File: src/rtl/trace_pkg.sv
// Shared types for the commit-trace monitor: event kinds, the buffered
// trace record and the monitor run state.
package trace_pkg;

    localparam int TRACE_XLEN  = 32;
    localparam int TRACE_CNT_W = 32;

    typedef enum logic [1:0] {
        REG   = 2'd0,
        CSR   = 2'd1,
        STORE = 2'd2,
        RSVD  = 2'd3
    } evt_kind_t;

    // "time" is a keyword, so the timestamp field is called stamp
    typedef struct packed {
        evt_kind_t               kind;
        logic [TRACE_XLEN-1:0]   pc;
        logic [TRACE_XLEN-1:0]   addr;
        logic [TRACE_XLEN-1:0]   data;
        logic [3:0]              strb;
        logic [TRACE_CNT_W-1:0]  stamp;
    } trace_rec_t;

    typedef enum logic [1:0] {
        RUN    = 2'd0,
        DRAIN  = 2'd1,
        HALTED = 2'd2
    } mon_state_t;

endpackage

File: src/rtl/trace_fifo.sv
// First-word-fall-through buffer of trace records. Pointers carry an extra
// wrap bit so full and empty are distinguishable without a counter.
module trace_fifo
    import trace_pkg::*;
#(
    parameter int DEPTH = 16
) (
    input  logic       clock,
    input  logic       reset,
    input  logic       push,
    input  trace_rec_t push_rec,
    input  logic       pop,
    output trace_rec_t head,
    output logic       empty,
    output logic       full,
    output logic       one_left
);

    localparam int AW = $clog2(DEPTH);
    localparam logic [AW:0] PTR_ONE = {{AW{1'b0}}, 1'b1};

    trace_rec_t mem [DEPTH];
    logic [AW:0] wr_ptr;
    logic [AW:0] rd_ptr;
    logic        wr_en;
    logic        rd_en;

    assign empty    = (wr_ptr == rd_ptr);
    assign full     = (wr_ptr[AW] != rd_ptr[AW]) && (wr_ptr[AW-1:0] == rd_ptr[AW-1:0]);
    assign one_left = ((wr_ptr - rd_ptr) == PTR_ONE);

    // A full buffer still takes a write when the head leaves in the same cycle
    assign wr_en = push && (!full || pop);
    assign rd_en = pop && !empty;

    assign head = empty ? '0 : mem[rd_ptr[AW-1:0]];

    always_ff @(posedge clock or negedge reset) begin
        if (!reset) begin
            wr_ptr <= '0;
            rd_ptr <= '0;
        end else begin
            if (wr_en) wr_ptr <= wr_ptr + PTR_ONE;
            if (rd_en) rd_ptr <= rd_ptr + PTR_ONE;
        end
    end

    always_ff @(posedge clock) begin
        if (wr_en) mem[wr_ptr[AW-1:0]] <= push_rec;
    end

endmodule

File: src/rtl/trace_monitor.sv
// Commit-trace and host-termination monitor: filters commit events into a
// timestamped FIFO, then drains it and halts on a host write or timeout.
module trace_monitor
    import trace_pkg::*;
#(
    parameter int XLEN  = TRACE_XLEN,
    parameter int DEPTH = 16,
    parameter int NHOST = 2,
    parameter int CNT_W = TRACE_CNT_W
) (
    input  logic                    clock,
    input  logic                    reset,
    input  logic                    evt_valid,
    input  logic [1:0]              evt_kind,
    input  logic [XLEN-1:0]         evt_pc,
    input  logic [XLEN-1:0]         evt_addr,
    input  logic [XLEN-1:0]         evt_data,
    input  logic [3:0]              evt_strb,
    input  logic [2:0]              kind_en,
    input  logic [CNT_W-1:0]        max_cycles,
    input  logic [NHOST*XLEN-1:0]   host_addr,
    input  logic                    mem_valid,
    input  logic [XLEN-1:0]         mem_addr,
    input  logic [3:0]              mem_wstrb,
    input  logic [XLEN-1:0]         mem_wdata,
    output logic                    trc_valid,
    input  logic                    trc_ready,
    output logic [1:0]              trc_kind,
    output logic [XLEN-1:0]         trc_pc,
    output logic [XLEN-1:0]         trc_addr,
    output logic [XLEN-1:0]         trc_data,
    output logic [3:0]              trc_strb,
    output logic [CNT_W-1:0]        trc_time,
    output logic [CNT_W-1:0]        drop_cnt,
    output logic                    halt,
    output logic [$clog2(NHOST):0]  halt_chan,
    output logic [XLEN-1:0]         exit_code
);

    localparam int HCW = $clog2(NHOST) + 1;
    localparam logic [HCW-1:0]   TIMEOUT_CHAN = NHOST[HCW-1:0];
    localparam logic [CNT_W-1:0] CNT_ONE      = {{(CNT_W-1){1'b0}}, 1'b1};
    localparam logic [XLEN-1:0]  WORD_MASK    = {{(XLEN-2){1'b1}}, 2'b00};

    mon_state_t       state_q;
    mon_state_t       state_d;
    logic [CNT_W-1:0] cycle_q;
    logic [3:0]       kind_en_ext;
    logic             accept;
    logic             push;
    logic             pop;
    logic             drop;
    logic             timeout;
    logic             host_hit;
    logic [HCW-1:0]   hit_idx;
    trace_rec_t       new_rec;
    trace_rec_t       head;
    logic             fifo_empty;
    logic             fifo_full;
    logic             fifo_one_left;

    // Kind 3 maps to a permanently clear enable bit
    assign kind_en_ext = {1'b0, kind_en};

    assign accept = evt_valid && kind_en_ext[evt_kind] && (state_q == RUN)
                    && !((evt_kind == 2'd2) && (evt_strb == 4'd0));
    assign pop    = !fifo_empty && trc_ready;
    assign push   = accept && (!fifo_full || pop);
    assign drop   = accept && fifo_full && !pop;

    assign timeout = (state_q == RUN) && (max_cycles != '0) && (cycle_q == max_cycles);

    assign new_rec = '{kind:  evt_kind_t'(evt_kind),
                       pc:    evt_pc,
                       addr:  evt_addr,
                       data:  evt_data,
                       strb:  evt_strb,
                       stamp: cycle_q};

    trace_fifo #(.DEPTH(DEPTH)) u_fifo (
        .clock    (clock),
        .reset    (reset),
        .push     (push),
        .push_rec (new_rec),
        .pop      (pop),
        .head     (head),
        .empty    (fifo_empty),
        .full     (fifo_full),
        .one_left (fifo_one_left)
    );

    // Walk channels downward so the lowest matching index is the one kept
    always_comb begin
        host_hit = 1'b0;
        hit_idx  = '0;
        for (int i = NHOST - 1; i >= 0; i--) begin
            if (mem_valid && (mem_wstrb != 4'd0)
                && ((mem_addr & WORD_MASK) == (host_addr[i*XLEN +: XLEN] & WORD_MASK))) begin
                host_hit = 1'b1;
                hit_idx  = i[HCW-1:0];
            end
        end
    end

    always_comb begin
        state_d = state_q;
        case (state_q)
            RUN:     if (host_hit || timeout) state_d = DRAIN;
            DRAIN:   if (fifo_empty || (fifo_one_left && pop)) state_d = HALTED;
            HALTED:  state_d = HALTED;
            default: state_d = RUN;
        endcase
    end

    always_ff @(posedge clock or negedge reset) begin
        if (!reset) begin
            state_q   <= RUN;
            cycle_q   <= '0;
            drop_cnt  <= '0;
            halt_chan <= '0;
            exit_code <= '0;
        end else begin
            state_q <= state_d;
            if (state_q != HALTED) cycle_q <= cycle_q + CNT_ONE;
            if (drop && (drop_cnt != '1)) drop_cnt <= drop_cnt + CNT_ONE;
            if ((state_q == RUN) && host_hit) begin
                halt_chan <= hit_idx;
                exit_code <= mem_wdata;
            end else if ((state_q == RUN) && timeout) begin
                halt_chan <= TIMEOUT_CHAN;
                exit_code <= '0;
            end
        end
    end

    assign halt      = (state_q == HALTED);
    assign trc_valid = !fifo_empty;
    assign trc_kind  = head.kind;
    assign trc_pc    = head.pc;
    assign trc_addr  = head.addr;
    assign trc_data  = head.data;
    assign trc_strb  = head.strb;
    assign trc_time  = head.stamp;

endmodule

File: config.mk
export PLATFORM = sky130hd
export DESIGN_NAME = trace_monitor
export DESIGN_NICKNAME = d
export VERILOG_FILES = /design/src/rtl/trace_pkg.sv /design/src/rtl/trace_fifo.sv /design/src/rtl/trace_monitor.sv
export SDC_FILE = /design/constraint.sdc
export NUM_CORES = 2
export LEC_CHECK = 0
export CORE_MARGIN = 2
export CORE_UTILIZATION = 35
export CTS_CLUSTER_SIZE = 25
export DETAILED_ROUTE_END_ITERATION = 10
export MAX_ROUTING_LAYER = met4
export PLACE_DENSITY_LB_ADDON = 0.12
export SYNTH_ARGS = -nofsm -noshare
export SYNTH_HDL_FRONTEND = slang
export SYNTH_SLANG_ARGS = --single-unit
File: constraint.sdc
create_clock -name clock -period 15.32 [get_ports clock]
set_clock_uncertainty 0.15 [all_clocks]
set_input_delay 3.83 -clock clock [delete_from_list [all_inputs] [get_ports clock]]
set_output_delay 3.83 -clock clock [all_outputs]
set_load 0.005 [all_outputs]
==> impl_metrics.toml <==
[status]
outcome = "complete, no violations"

[clocking]
post_cts_resized = 0
cts_tree = "done"
postCtsHoldBufs = 0
h-tree-depth = 4
cts.sinks = 2254
clkLatencyLatePin_ns = 0.85
root_buffer = "clkbuf_16"
cts_setup_buffers = 0
path_clk_slew_ns = 0.06
cts_made_buffers = 237
cts_buffer_depth = 3

[timing]
tightest_slew_ns = 1.01
whs_ns = 0.346
setup_viol = 0
maxSlewViolCount = 0
min_period_ns = 10.20
maxSlewHeadroom_pct = 32.7
finalHoldViolCount = 0
fin_setup_tns_ns = 0
rsz0062_at_grt = "false"
clock.fmax_mhz = 98.0
finalCritPeriodShare_pct = 66.6

[critical_path]
critPathCapture = "trc_addr[8]"
required_ns = 11.34
r2r-start = "u_fifo.rd_ptr[3]"
crit_start = "u_fifo.rd_ptr[1]"
crit_arrival_ns = 6.22
cp-start-kind = "register"
ff2ff_path_depth = 9
crit_type = "register to primary output"
r2r-end = "u_fifo.mem[10][49]"
critPathMaxFanout = 122
end_kind = "primary output"
rrSetupSlack_ns = 9.66

[global_route]
grt_overflow = 0
grt_pass1_wl_mm = 329
first_global_vias = 44000
grt_use_total_pct = 18.5
grt_max_degree = 127
antenna_found_initial = 24

[pwr]
powerDensity_nw_per_um2 = 169
total_leakage_power_nw = 33.1
ir_drop_v = 0.000155

[run]
max_cap_violations = 0

[routing]
ant_nets = 0
drt_wl_total_mm = 230
first_pass_iters = 5
vias = 41300
drt_iter0_drc = 3161
post_drt_via_cell_ratio = 5.22
drc_errors = 0
wl_per_cell_microns = 29.1

[yosys]
ys_seq_area_share_pct = 76.7
netlist_area_sq_um = 87500
synthCells = 3765
synth_top_cells_by_area = "edfxtp_1, mux4_2, dfrtp_1"
synth_top_cell_area_share_pct = 73.6
yosys-top-cells-count = "edfxtp_1, mux4_2, and2_1"
syn_area_per_cell_sq_um = 23.2
yosysUniqueCellTypes = 55
synth_ff_type = "edfxtp_1"
synthArstFlopShare_pct = 4.88
yosys.area.top_type = "edfxtp_1"
synth_edf_count = 2144
ys_warn_count = 0
yosysMostFrequentCell = "edfxtp_1"
synth_nets = 4054
synth-seq-cells = 2254

[floorplan]
rows = 183
num_io_pins = 476
dieArea_sq_um = 254000
start_util_pct = 35.2
core-area_sq_um = 249000
die_w_microns = 504
die_height_microns = 504

[placement]
gp_congestion = 0.854
hpwl_mm = 117
port_buffers = 469

[hold_path]
hold_path.class = "register to register"

[cells_and_area]
fill_cells = 21900
area_growth_pct = 18.6
num-nets-final = 4652
drive_above_1_share_pct = 23.8
==> power by group <==
group	total (mW)	internal, mW	switching, mW
registers	7.06	6.93	0.132
logic	5.03	2.67	2.36
clock network	5.49	3.10	2.40
total	17.6	12.7	4.89
==> worst max-delay path: stages, from the launching register on <==
cell	delay (ns)
dfrtp_4	0.89
buf_12	0.64
buf_4	0.74
buf_12	0.58
buf_4	0.67
mux4_2	0.43
mux4_2	0.48
and2_1	0.19
clkdlybuf4s50_1	0.45
==> flip-flops by register name, indices dropped and copies added (netlist names) <==
name,cells
exit_code,32
drop_cnt,32
cycle_q,32
halt_chan,2
state_q,2
u_fifo.mem,2144
u_fifo.wr_ptr,5
u_fifo.rd_ptr,5
==> metrics by stage <==
| stage | instances | instance area, sq um | setup slack (ns) | util [%] | power (mW) |
|---|---|---|---|---|---|
| 3_3_place_gp | 7454 | 96400 | 5.81 | 38.8 | 12.4 |
| 4_1_cts | 7892 | 104000 | 4.89 | 41.7 | 17.9 |
| 6_report | 7901 | 104000 | 5.12 | 41.7 | 17.6 |
| 5_1_grt | 7897 | 104000 | 4.65 | 41.7 | 18.4 |
| 2_1_floorplan | 3765 | 87500 | 0.413 | - | 10.2 |
| 3_5_place_dp | 7454 | 96400 | 5.75 | 38.8 | 12.4 |
==> how the worst min path moves through the flow <==
stage | slack (ns) | endpoint | depth (start not counted) | from
after floorplan | 0.32 | u_fifo.rd_ptr[4] | 1 | u_fifo.rd_ptr[4]
after global placement | 0.33 | drop_cnt[17] | 1 | drop_cnt[17]
after detailed placement | 0.34 | u_fifo.rd_ptr[4] | 1 | u_fifo.rd_ptr[4]
after CTS | 0.35 | u_fifo.wr_ptr[4] | 1 | u_fifo.wr_ptr[4]
after global routing | 0.38 | u_fifo.wr_ptr[4] | 1 | u_fifo.wr_ptr[4]
final | 0.35 | u_fifo.wr_ptr[4] | 1 | u_fifo.wr_ptr[4]
==> cell usage in the layout (no fill, tap or decap), types with 4 or more instances in the layout <==
master	instances
nand2_1	35
clkinv_16	6
nor4_1	31
ha_1	14
dfrtp_1	107
o21ai_0	37
buf_4	60
nor3_2	5
clkdlybuf4s50_1	468
clkbuf_16	239
xnor2_1	53
clkbuf_1	61
nor3_1	11
diode_2	9
nor2_4	11
a21oi_1	4
bufinv_16	14
and3_1	12
nand3_1	55
clkinv_2	30
nand2b_1	35
xor2_1	111
buf_12	15
and2_1	138
clkinvlp_4	8
mux4_2	670
nor2_1	22
clkinv_1	71
nand4_1	31
inv_1	11
edfxtp_1	2144
==> logic make-up after synthesis <==
family	count (synthesis)	share of synthesized area (%)
xor+xnor	164	1.64
compound gates	54	0.398
fa+ha+maj	15	0.223
simple gates	407	2.67
flops	2254	76.7
buf+inv	198	1.05
mux	673	17.3
==> metal layers <==
metal,wire (microns),GRT usage [%]
met2,113000,29.4
met3,11500,3.39
met5,0,-
met4,4450,4.04
met1,101000,24.8
==> layout make-up <==
type / count / area [sq um] / area share, %
Antenna cell: 9 / 22.5 / 0.0217
Clock buffer: 300 / 6210 / 5.98
Clock inverter: 138 / 1200 / 1.16
Inverter: 13 / 63.8 / 0.0615
Multi-Input combinational cell: 1313 / 19500 / 18.8
Sequential cell: 2254 / 67100 / 64.7
Tap cell: 3330 / 4170 / 4.01
Timing Repair Buffer: 544 / 5450 / 5.25
(Power assumes the default switching activity.)
